**src/rtl/axi_chan_multicut_if.sv**
```systemverilog
// Five-channel AXI handshake bundle (AW, W, B, AR, R) carrying flat payload vectors.
// The master drives requests and accepts responses; the slave does the reverse.
interface axi_chan_multicut_if #(
  parameter int unsigned AwWidth = 1,
  parameter int unsigned WWidth  = 1,
  parameter int unsigned BWidth  = 1,
  parameter int unsigned ArWidth = 1,
  parameter int unsigned RWidth  = 1
);
  logic               aw_valid;
  logic               aw_ready;
  logic [AwWidth-1:0] aw;
  logic               w_valid;
  logic               w_ready;
  logic [WWidth-1:0]  w;
  logic               b_valid;
  logic               b_ready;
  logic [BWidth-1:0]  b;
  logic               ar_valid;
  logic               ar_ready;
  logic [ArWidth-1:0] ar;
  logic               r_valid;
  logic               r_ready;
  logic [RWidth-1:0]  r;

  modport master (
    output aw_valid, aw, input aw_ready,
    output w_valid, w, input w_ready,
    input b_valid, b, output b_ready,
    output ar_valid, ar, input ar_ready,
    input r_valid, r, output r_ready
  );

  modport slave (
    input aw_valid, aw, output aw_ready,
    input w_valid, w, output w_ready,
    output b_valid, b, input b_ready,
    input ar_valid, ar, output ar_ready,
    output r_valid, r, input r_ready
  );
endinterface

```
**src/rtl/axi_chan_multicut.sv**
```systemverilog
// Per-channel multi-stage AXI register slice: every stage is a 2-entry elastic buffer,
// so neither valid/data nor ready crosses a stage combinationally.

module axi_chan_multicut_stage #(
  parameter int unsigned Width = 1
) (
  input  logic             clk_i,
  input  logic             rst_ni,
  input  logic             in_valid,
  output logic             in_ready,
  input  logic [Width-1:0] in_data,
  output logic             out_valid,
  input  logic             out_ready,
  output logic [Width-1:0] out_data,
  output logic             empty
);
  logic [Width-1:0] mem [2];
  logic             wr_ptr;
  logic             rd_ptr;
  logic [1:0]       count;
  logic             push;
  logic             pop;

  // Both handshake outputs come from the occupancy register only.
  assign in_ready  = (count != 2'd2);
  assign out_valid = (count != 2'd0);
  assign out_data  = mem[rd_ptr];
  assign empty     = (count == 2'd0);
  assign push      = in_valid && in_ready;
  assign pop       = out_valid && out_ready;

  always_ff @(posedge clk_i or negedge rst_ni) begin
    if (!rst_ni) begin
      wr_ptr <= 1'b0;
      rd_ptr <= 1'b0;
      count  <= 2'd0;
    end else begin
      if (push) wr_ptr <= ~wr_ptr;
      if (pop)  rd_ptr <= ~rd_ptr;
      if (push && !pop)      count <= count + 2'd1;
      else if (pop && !push) count <= count - 2'd1;
    end
  end

  // NOTE: payload storage has no reset; it is only observed while count says it is valid.
  always_ff @(posedge clk_i) begin
    if (push) mem[wr_ptr] <= in_data;
  end
endmodule

module axi_chan_multicut_chain #(
  parameter int unsigned Cuts  = 1,
  parameter int unsigned Width = 1
) (
  input  logic             clk_i,
  input  logic             rst_ni,
  input  logic             in_valid,
  output logic             in_ready,
  input  logic [Width-1:0] in_data,
  output logic             out_valid,
  input  logic             out_ready,
  output logic [Width-1:0] out_data,
  output logic             idle
);
  if (Cuts == 0) begin : g_wire
    assign out_valid = in_valid;
    assign in_ready  = out_ready;
    assign out_data  = in_data;
    assign idle      = 1'b1;
  end else begin : g_stages
    logic [Cuts:0]    valid;
    logic [Cuts:0]    ready;
    logic [Width-1:0] data [Cuts+1];
    logic [Cuts-1:0]  empty;

    assign valid[0]    = in_valid;
    assign in_ready    = ready[0];
    assign data[0]     = in_data;
    assign out_valid   = valid[Cuts];
    assign ready[Cuts] = out_ready;
    assign out_data    = data[Cuts];
    assign idle        = &empty;

    for (genvar k = 0; k < Cuts; k++) begin : g_stage
      axi_chan_multicut_stage #(.Width(Width)) i_stage (
        .clk_i     (clk_i),
        .rst_ni    (rst_ni),
        .in_valid  (valid[k]),
        .in_ready  (ready[k]),
        .in_data   (data[k]),
        .out_valid (valid[k+1]),
        .out_ready (ready[k+1]),
        .out_data  (data[k+1]),
        .empty     (empty[k])
      );
    end
  end
endmodule

module axi_chan_multicut #(
  parameter int unsigned AwCuts  = 1,
  parameter int unsigned WCuts   = 1,
  parameter int unsigned BCuts   = 1,
  parameter int unsigned ArCuts  = 1,
  parameter int unsigned RCuts   = 1,
  parameter int unsigned AwWidth = 1,
  parameter int unsigned WWidth  = 1,
  parameter int unsigned BWidth  = 1,
  parameter int unsigned ArWidth = 1,
  parameter int unsigned RWidth  = 1
) (
  input  logic                       clk_i,
  input  logic                       rst_ni,
  axi_chan_multicut_if.slave         slv,
  axi_chan_multicut_if.master        mst,
  output logic                       idle_o
);
  logic aw_idle, w_idle, b_idle, ar_idle, r_idle;

  axi_chan_multicut_chain #(.Cuts(AwCuts), .Width(AwWidth)) i_aw (
    .clk_i (clk_i), .rst_ni (rst_ni),
    .in_valid (slv.aw_valid), .in_ready (slv.aw_ready), .in_data (slv.aw),
    .out_valid (mst.aw_valid), .out_ready (mst.aw_ready), .out_data (mst.aw),
    .idle (aw_idle)
  );

  axi_chan_multicut_chain #(.Cuts(WCuts), .Width(WWidth)) i_w (
    .clk_i (clk_i), .rst_ni (rst_ni),
    .in_valid (slv.w_valid), .in_ready (slv.w_ready), .in_data (slv.w),
    .out_valid (mst.w_valid), .out_ready (mst.w_ready), .out_data (mst.w),
    .idle (w_idle)
  );

  // Response channels run downstream-to-upstream.
  axi_chan_multicut_chain #(.Cuts(BCuts), .Width(BWidth)) i_b (
    .clk_i (clk_i), .rst_ni (rst_ni),
    .in_valid (mst.b_valid), .in_ready (mst.b_ready), .in_data (mst.b),
    .out_valid (slv.b_valid), .out_ready (slv.b_ready), .out_data (slv.b),
    .idle (b_idle)
  );

  axi_chan_multicut_chain #(.Cuts(ArCuts), .Width(ArWidth)) i_ar (
    .clk_i (clk_i), .rst_ni (rst_ni),
    .in_valid (slv.ar_valid), .in_ready (slv.ar_ready), .in_data (slv.ar),
    .out_valid (mst.ar_valid), .out_ready (mst.ar_ready), .out_data (mst.ar),
    .idle (ar_idle)
  );

  axi_chan_multicut_chain #(.Cuts(RCuts), .Width(RWidth)) i_r (
    .clk_i (clk_i), .rst_ni (rst_ni),
    .in_valid (mst.r_valid), .in_ready (mst.r_ready), .in_data (mst.r),
    .out_valid (slv.r_valid), .out_ready (slv.r_ready), .out_data (slv.r),
    .idle (r_idle)
  );

  assign idle_o = aw_idle & w_idle & b_idle & ar_idle & r_idle;
endmodule

```
**src/flat_wrapper.sv**
```systemverilog
// flat-port wrapper written by rule: the top's interface ports become plain ports
module axi_chan_multicut_flat 
#(
  parameter int unsigned AwCuts  = 1,
  parameter int unsigned WCuts   = 1,
  parameter int unsigned BCuts   = 1,
  parameter int unsigned ArCuts  = 1,
  parameter int unsigned RCuts   = 1,
  parameter int unsigned AwWidth = 1,
  parameter int unsigned WWidth  = 1,
  parameter int unsigned BWidth  = 1,
  parameter int unsigned ArWidth = 1,
  parameter int unsigned RWidth  = 1
)
  (clk_i, rst_ni, idle_o, slv_aw_valid, slv_aw, slv_aw_ready, slv_w_valid, slv_w, slv_w_ready, slv_b_valid, slv_b, slv_b_ready, slv_ar_valid, slv_ar, slv_ar_ready, slv_r_valid, slv_r, slv_r_ready, mst_aw_valid, mst_aw, mst_aw_ready, mst_w_valid, mst_w, mst_w_ready, mst_b_valid, mst_b, mst_b_ready, mst_ar_valid, mst_ar, mst_ar_ready, mst_r_valid, mst_r, mst_r_ready);
  axi_chan_multicut_if #(.AwWidth(AwWidth), .WWidth(WWidth), .BWidth(BWidth), .ArWidth(ArWidth), .RWidth(RWidth)) slv_i ();
  axi_chan_multicut_if #(.AwWidth(AwWidth), .WWidth(WWidth), .BWidth(BWidth), .ArWidth(ArWidth), .RWidth(RWidth)) mst_i ();
  input  logic clk_i;
  input  logic rst_ni;
  output logic idle_o;
  input wire logic [$bits(slv_i.aw_valid)-1:0] slv_aw_valid;
  input wire logic [$bits(slv_i.aw)-1:0] slv_aw;
  output wire logic [$bits(slv_i.aw_ready)-1:0] slv_aw_ready;
  input wire logic [$bits(slv_i.w_valid)-1:0] slv_w_valid;
  input wire logic [$bits(slv_i.w)-1:0] slv_w;
  output wire logic [$bits(slv_i.w_ready)-1:0] slv_w_ready;
  output wire logic [$bits(slv_i.b_valid)-1:0] slv_b_valid;
  output wire logic [$bits(slv_i.b)-1:0] slv_b;
  input wire logic [$bits(slv_i.b_ready)-1:0] slv_b_ready;
  input wire logic [$bits(slv_i.ar_valid)-1:0] slv_ar_valid;
  input wire logic [$bits(slv_i.ar)-1:0] slv_ar;
  output wire logic [$bits(slv_i.ar_ready)-1:0] slv_ar_ready;
  output wire logic [$bits(slv_i.r_valid)-1:0] slv_r_valid;
  output wire logic [$bits(slv_i.r)-1:0] slv_r;
  input wire logic [$bits(slv_i.r_ready)-1:0] slv_r_ready;
  output wire logic [$bits(mst_i.aw_valid)-1:0] mst_aw_valid;
  output wire logic [$bits(mst_i.aw)-1:0] mst_aw;
  input wire logic [$bits(mst_i.aw_ready)-1:0] mst_aw_ready;
  output wire logic [$bits(mst_i.w_valid)-1:0] mst_w_valid;
  output wire logic [$bits(mst_i.w)-1:0] mst_w;
  input wire logic [$bits(mst_i.w_ready)-1:0] mst_w_ready;
  input wire logic [$bits(mst_i.b_valid)-1:0] mst_b_valid;
  input wire logic [$bits(mst_i.b)-1:0] mst_b;
  output wire logic [$bits(mst_i.b_ready)-1:0] mst_b_ready;
  output wire logic [$bits(mst_i.ar_valid)-1:0] mst_ar_valid;
  output wire logic [$bits(mst_i.ar)-1:0] mst_ar;
  input wire logic [$bits(mst_i.ar_ready)-1:0] mst_ar_ready;
  input wire logic [$bits(mst_i.r_valid)-1:0] mst_r_valid;
  input wire logic [$bits(mst_i.r)-1:0] mst_r;
  output wire logic [$bits(mst_i.r_ready)-1:0] mst_r_ready;
  assign slv_i.aw_valid = slv_aw_valid;
  assign slv_i.aw = slv_aw;
  assign slv_aw_ready = slv_i.aw_ready;
  assign slv_i.w_valid = slv_w_valid;
  assign slv_i.w = slv_w;
  assign slv_w_ready = slv_i.w_ready;
  assign slv_b_valid = slv_i.b_valid;
  assign slv_b = slv_i.b;
  assign slv_i.b_ready = slv_b_ready;
  assign slv_i.ar_valid = slv_ar_valid;
  assign slv_i.ar = slv_ar;
  assign slv_ar_ready = slv_i.ar_ready;
  assign slv_r_valid = slv_i.r_valid;
  assign slv_r = slv_i.r;
  assign slv_i.r_ready = slv_r_ready;
  assign mst_aw_valid = mst_i.aw_valid;
  assign mst_aw = mst_i.aw;
  assign mst_i.aw_ready = mst_aw_ready;
  assign mst_w_valid = mst_i.w_valid;
  assign mst_w = mst_i.w;
  assign mst_i.w_ready = mst_w_ready;
  assign mst_i.b_valid = mst_b_valid;
  assign mst_i.b = mst_b;
  assign mst_b_ready = mst_i.b_ready;
  assign mst_ar_valid = mst_i.ar_valid;
  assign mst_ar = mst_i.ar;
  assign mst_i.ar_ready = mst_ar_ready;
  assign mst_i.r_valid = mst_r_valid;
  assign mst_i.r = mst_r;
  assign mst_r_ready = mst_i.r_ready;
  axi_chan_multicut #(.AwCuts(AwCuts), .WCuts(WCuts), .BCuts(BCuts), .ArCuts(ArCuts), .RCuts(RCuts), .AwWidth(AwWidth), .WWidth(WWidth), .BWidth(BWidth), .ArWidth(ArWidth), .RWidth(RWidth)) u_core (.clk_i(clk_i), .rst_ni(rst_ni), .slv(slv_i), .mst(mst_i), .idle_o(idle_o));
endmodule
```
**config.mk**
```make
export PLATFORM = sky130hd
export DESIGN_NAME = axi_chan_multicut_flat
export DESIGN_NICKNAME = d
export VERILOG_FILES = /design/src/rtl/axi_chan_multicut_if.sv /design/src/rtl/axi_chan_multicut.sv /design/src/flat_wrapper.sv
export SDC_FILE = /design/constraint.sdc
export NUM_CORES = 1
export LEC_CHECK = 0
export CORE_MARGIN = 2
export CORE_UTILIZATION = 53
export CTS_CLUSTER_SIZE = 20
export DETAILED_ROUTE_END_ITERATION = 10
export PLACE_DENSITY = 0.91
export SYNTH_ARGS = -nofsm -noshare
export SYNTH_HDL_FRONTEND = slang
export SYNTH_HIERARCHICAL = 1
export SYNTH_SLANG_ARGS = --single-unit
```
**constraint.sdc**
```tcl
create_clock -name clk_i -period 2.6 [get_ports clk_i]
set_input_delay 0.78 -clock clk_i [delete_from_list [all_inputs] [get_ports clk_i]]
set_output_delay 0.78 -clock clk_i [all_outputs]
set_load 0.01 [all_outputs]
```
==> results.json <==
{
  "min_period_ps": 2329,
  "yosysMostFrequentCell": "dfrtp_1",
  "clk_pin_slew_ps": 90,
  "final.period_utilization_pct": 89.58,
  "via_count": 901,
  "gr-usage-all-layers_pct": 19.67,
  "root_buffer": "clkbuf_4",
  "cts_made_buffers": 5,
  "drive_above_1_share_pct": 18.83,
  "maxCapViolations": 0,
  "synth_area_leader_cell": "dfrtp_1",
  "p_per_area_nw_per_um2": 1213,
  "yosysUniqueCellTypes": 14,
  "leakagePower_nw": 0.8631,
  "syn_area_um2": 1445,
  "wirelength_mm": 2.670,
  "antenna_left": 0,
  "synth_edf_count": 10,
  "drt_iter0_markers": 16,
  "crit_type": "reg -> out",
  "core_area_um2": 2522,
  "area_growth_pct": 29.00,
  "fin_setup_tns_ps": 0,
  "status": "finished, final reports clean",
  "yosys-top-cells-count": "dfrtp_1 (20), xnor2_1 (15), nor2_1 (11)",
  "grt-ovfl-total": 0,
  "grt_start_max_net_pins": 21,
  "final.setup_skew_ps": 6.755,
  "whs_path_depth": 1,
  "ys.flop_type": "dfrtp_1",
  "slew_violations": 0,
  "die_area_um2": 3160,
  "r2r_setup_slack_ps": 1020,
  "seq_area_frac_synth_pct": 55.41,
  "peakVddDrop_mv": 0.9136,
  "rsz0062_at_grt": "no",
  "die_x_um": 56.22,
  "vias_per_cell": 4.897,
  "ys_warn_count": 6,
  "die_y_um": 56.22,
  "first_pass_iters": 4,
  "cts_tree": "built",
  "synthTopCellsByArea": "dfrtp_1 (35%), edfxtp_1 (21%), xnor2_1 (9.1%)",
  "start_kind": "register",
  "cp_max_fo": 4,
  "insertion_delay_ps": 330,
  "final_nets": 176,
  "grt_pass1_wl_mm": 4.609,
  "ys_ff_latch": 30,
  "diodes": 0,
  "hold_viol": 0,
  "drc": 0,
  "cp-end-kind": "primary output",
  "cts_hold_buf": 0,
  "grt_pass1_vias": 1009,
  "syn_area_per_cell_um2": 12.79,
  "syn-num-nets": 135,
  "clockBufferDepth": 2,
  "synth-async-reset-ratio_pct": 66.67,
  "required_ps": 1820,
  "top_level_ports": 33,
  "antenna_found_initial": 0,
  "worst_r2r_path_depth": 7,
  "numPortBuffers": 32,
  "syn_inst": 113,
  "wire_per_inst_um": 14.51,
  "slew_headroom_pct": 82.25,
  "timing.fmax_mhz": 429.4,
  "cts-htree-levels": 2,
  "synth_top_area_share_pct": 34.63,
  "rows": 18,
  "hold_path.class": "reg -> reg",
  "worst_pin_slew_ps": 266.2,
  "fillCellCount": 191,
  "cts.sinks": 30,
  "gp_congestion": 0.6989,
  "hpwlAfterDp_mm": 2.093,
  "start_util_pct": 57.29,
  "hold_ws_ps": 489.1,
  "setup_viol_count_final": 0,
  "critPathArrivalTime_ps": 1550
}
-- per-layer routing --
layer  wire length (um)  up-vias  part of all wire, %  GRT usage (%)
met5                  0        -                    0              0
met4                 41        0                  1.5          7.143
met3                147        4                  5.5          7.907
met2               1418       25                   53          34.45
met1               1062      422                   40          21.29
li1                   -      450                    -              -
-- through the flow --
stage               cells  util (%)  setup WS [ps]  area, um^2  power [mW]
floorplan             113         -          847.6        1445       1.610
detailed placement    176     71.78          347.8        1810       2.014
global route          184     73.91          146.1        1864       2.436
global placement      176     71.78          338.9        1810       1.938
CTS                   184     73.91          235.0        1864       2.290
finish                184     73.91          270.9        1864       2.261
-- area by class of cell --
| class | instances | area, um^2 | area share (%) |
|---|---|---|---|
| Clock buffer | 5 | 37.54 | 2.013 |
| Multi-Input combinational cell | 73 | 606.8 | 32.55 |
| Tap cell | 30 | 37.54 | 2.013 |
| Inverter | 10 | 37.54 | 2.013 |
| Clock inverter | 2 | 10.01 | 0.5369 |
| Timing Repair Buffer | 34 | 334.1 | 17.92 |
| Sequential cell | 30 | 800.8 | 42.95 |
-- placed cells by master (no fill, tap or decap), drive strengths merged --
master / synthesis / final
nand3: 1 / 1
buf: 0 / 2
mux2: 5 / 5
nand2b: 5 / 5
clkbuf: 0 / 5
xnor2: 15 / 15
and3: 5 / 5
xor2: 10 / 10
dfrtp: 20 / 20
nor2: 11 / 11
nand2: 11 / 11
or2: 5 / 5
inv: 10 / 10
clkinv: 0 / 2
dlygate4sd2: 0 / 1
edfxtp: 10 / 10
ha: 5 / 5
clkdlybuf4s50: 0 / 31
-- what timing repair did --
item	in CTS	in global routing
setup buffers	1	0
setup endpoints to repair	1	0
resized for setup	1	0
-- where the power goes --
group / switching, mW / internal [mW]
sequential: 0.194 / 0.706
clock: 0.153 / 0.0969
combinational: 0.459 / 0.653
-- critical path: stages, from the launching register on --
cell	delay [ps]
dfrtp_1	440
or2_4	300
clkdlybuf4s50_1	490
-- kinds of logic after synthesis --
logic type | synth area share [%]
buffers and inverters | 2.598
and+or+nand+nor | 18.61
xor gates and xnor gates | 15.15
adders and majority gates | 4.329
muxes | 3.896
DFF | 55.41
-- registers in the layout, summed over array words and instances (netlist names) --
signal and flops:
u_core/i_aw/g_stages.g_stage.i_stage/count 2, u_core/i_ar/g_stages.g_stage.i_stage/wr_ptr 1, u_core/i_b/g_stages.g_stage.i_stage/wr_ptr 1, u_core/i_ar/g_stages.g_stage.i_stage/mem 2, u_core/i_r/g_stages.g_stage.i_stage/wr_ptr 1, u_core/i_b/g_stages.g_stage.i_stage/mem 2
u_core/i_ar/g_stages.g_stage.i_stage/count 2, u_core/i_aw/g_stages.g_stage.i_stage/rd_ptr 1, u_core/i_ar/g_stages.g_stage.i_stage/rd_ptr 1, u_core/i_b/g_stages.g_stage.i_stage/count 2, u_core/i_r/g_stages.g_stage.i_stage/mem 2, u_core/i_w/g_stages.g_stage.i_stage/rd_ptr 1
u_core/i_r/g_stages.g_stage.i_stage/count 2, u_core/i_aw/g_stages.g_stage.i_stage/mem 2, u_core/i_w/g_stages.g_stage.i_stage/mem 2, u_core/i_w/g_stages.g_stage.i_stage/count 2, u_core/i_b/g_stages.g_stage.i_stage/rd_ptr 1, u_core/i_r/g_stages.g_stage.i_stage/rd_ptr 1
u_core/i_w/g_stages.g_stage.i_stage/wr_ptr 1, u_core/i_aw/g_stages.g_stage.i_stage/wr_ptr 1
-- final timing paths --
kind	startpoint	endpoint
worst max-delay path	u_core/i_w/g_stages.g_stage[0].i_stage/count[0]	mst_w_valid
worst min-delay path	u_core/i_ar/g_stages.g_stage[0].i_stage/rd_ptr	u_core/i_ar/g_stages.g_stage[0].i_stage/rd_ptr
worst max register to register	u_core/i_ar/g_stages.g_stage[0].i_stage/count[0]	u_core/i_ar/g_stages.g_stage[0].i_stage/count[1]
min in group asynchronous	rst_ni	u_core/i_w/g_stages.g_stage[0].i_stage/rd_ptr
worst min register to register	u_core/i_ar/g_stages.g_stage[0].i_stage/rd_ptr	u_core/i_ar/g_stages.g_stage[0].i_stage/rd_ptr
max in group asynchronous	rst_ni	u_core/i_b/g_stages.g_stage[0].i_stage/count[0]
Power figures use the tool's default switching activity.
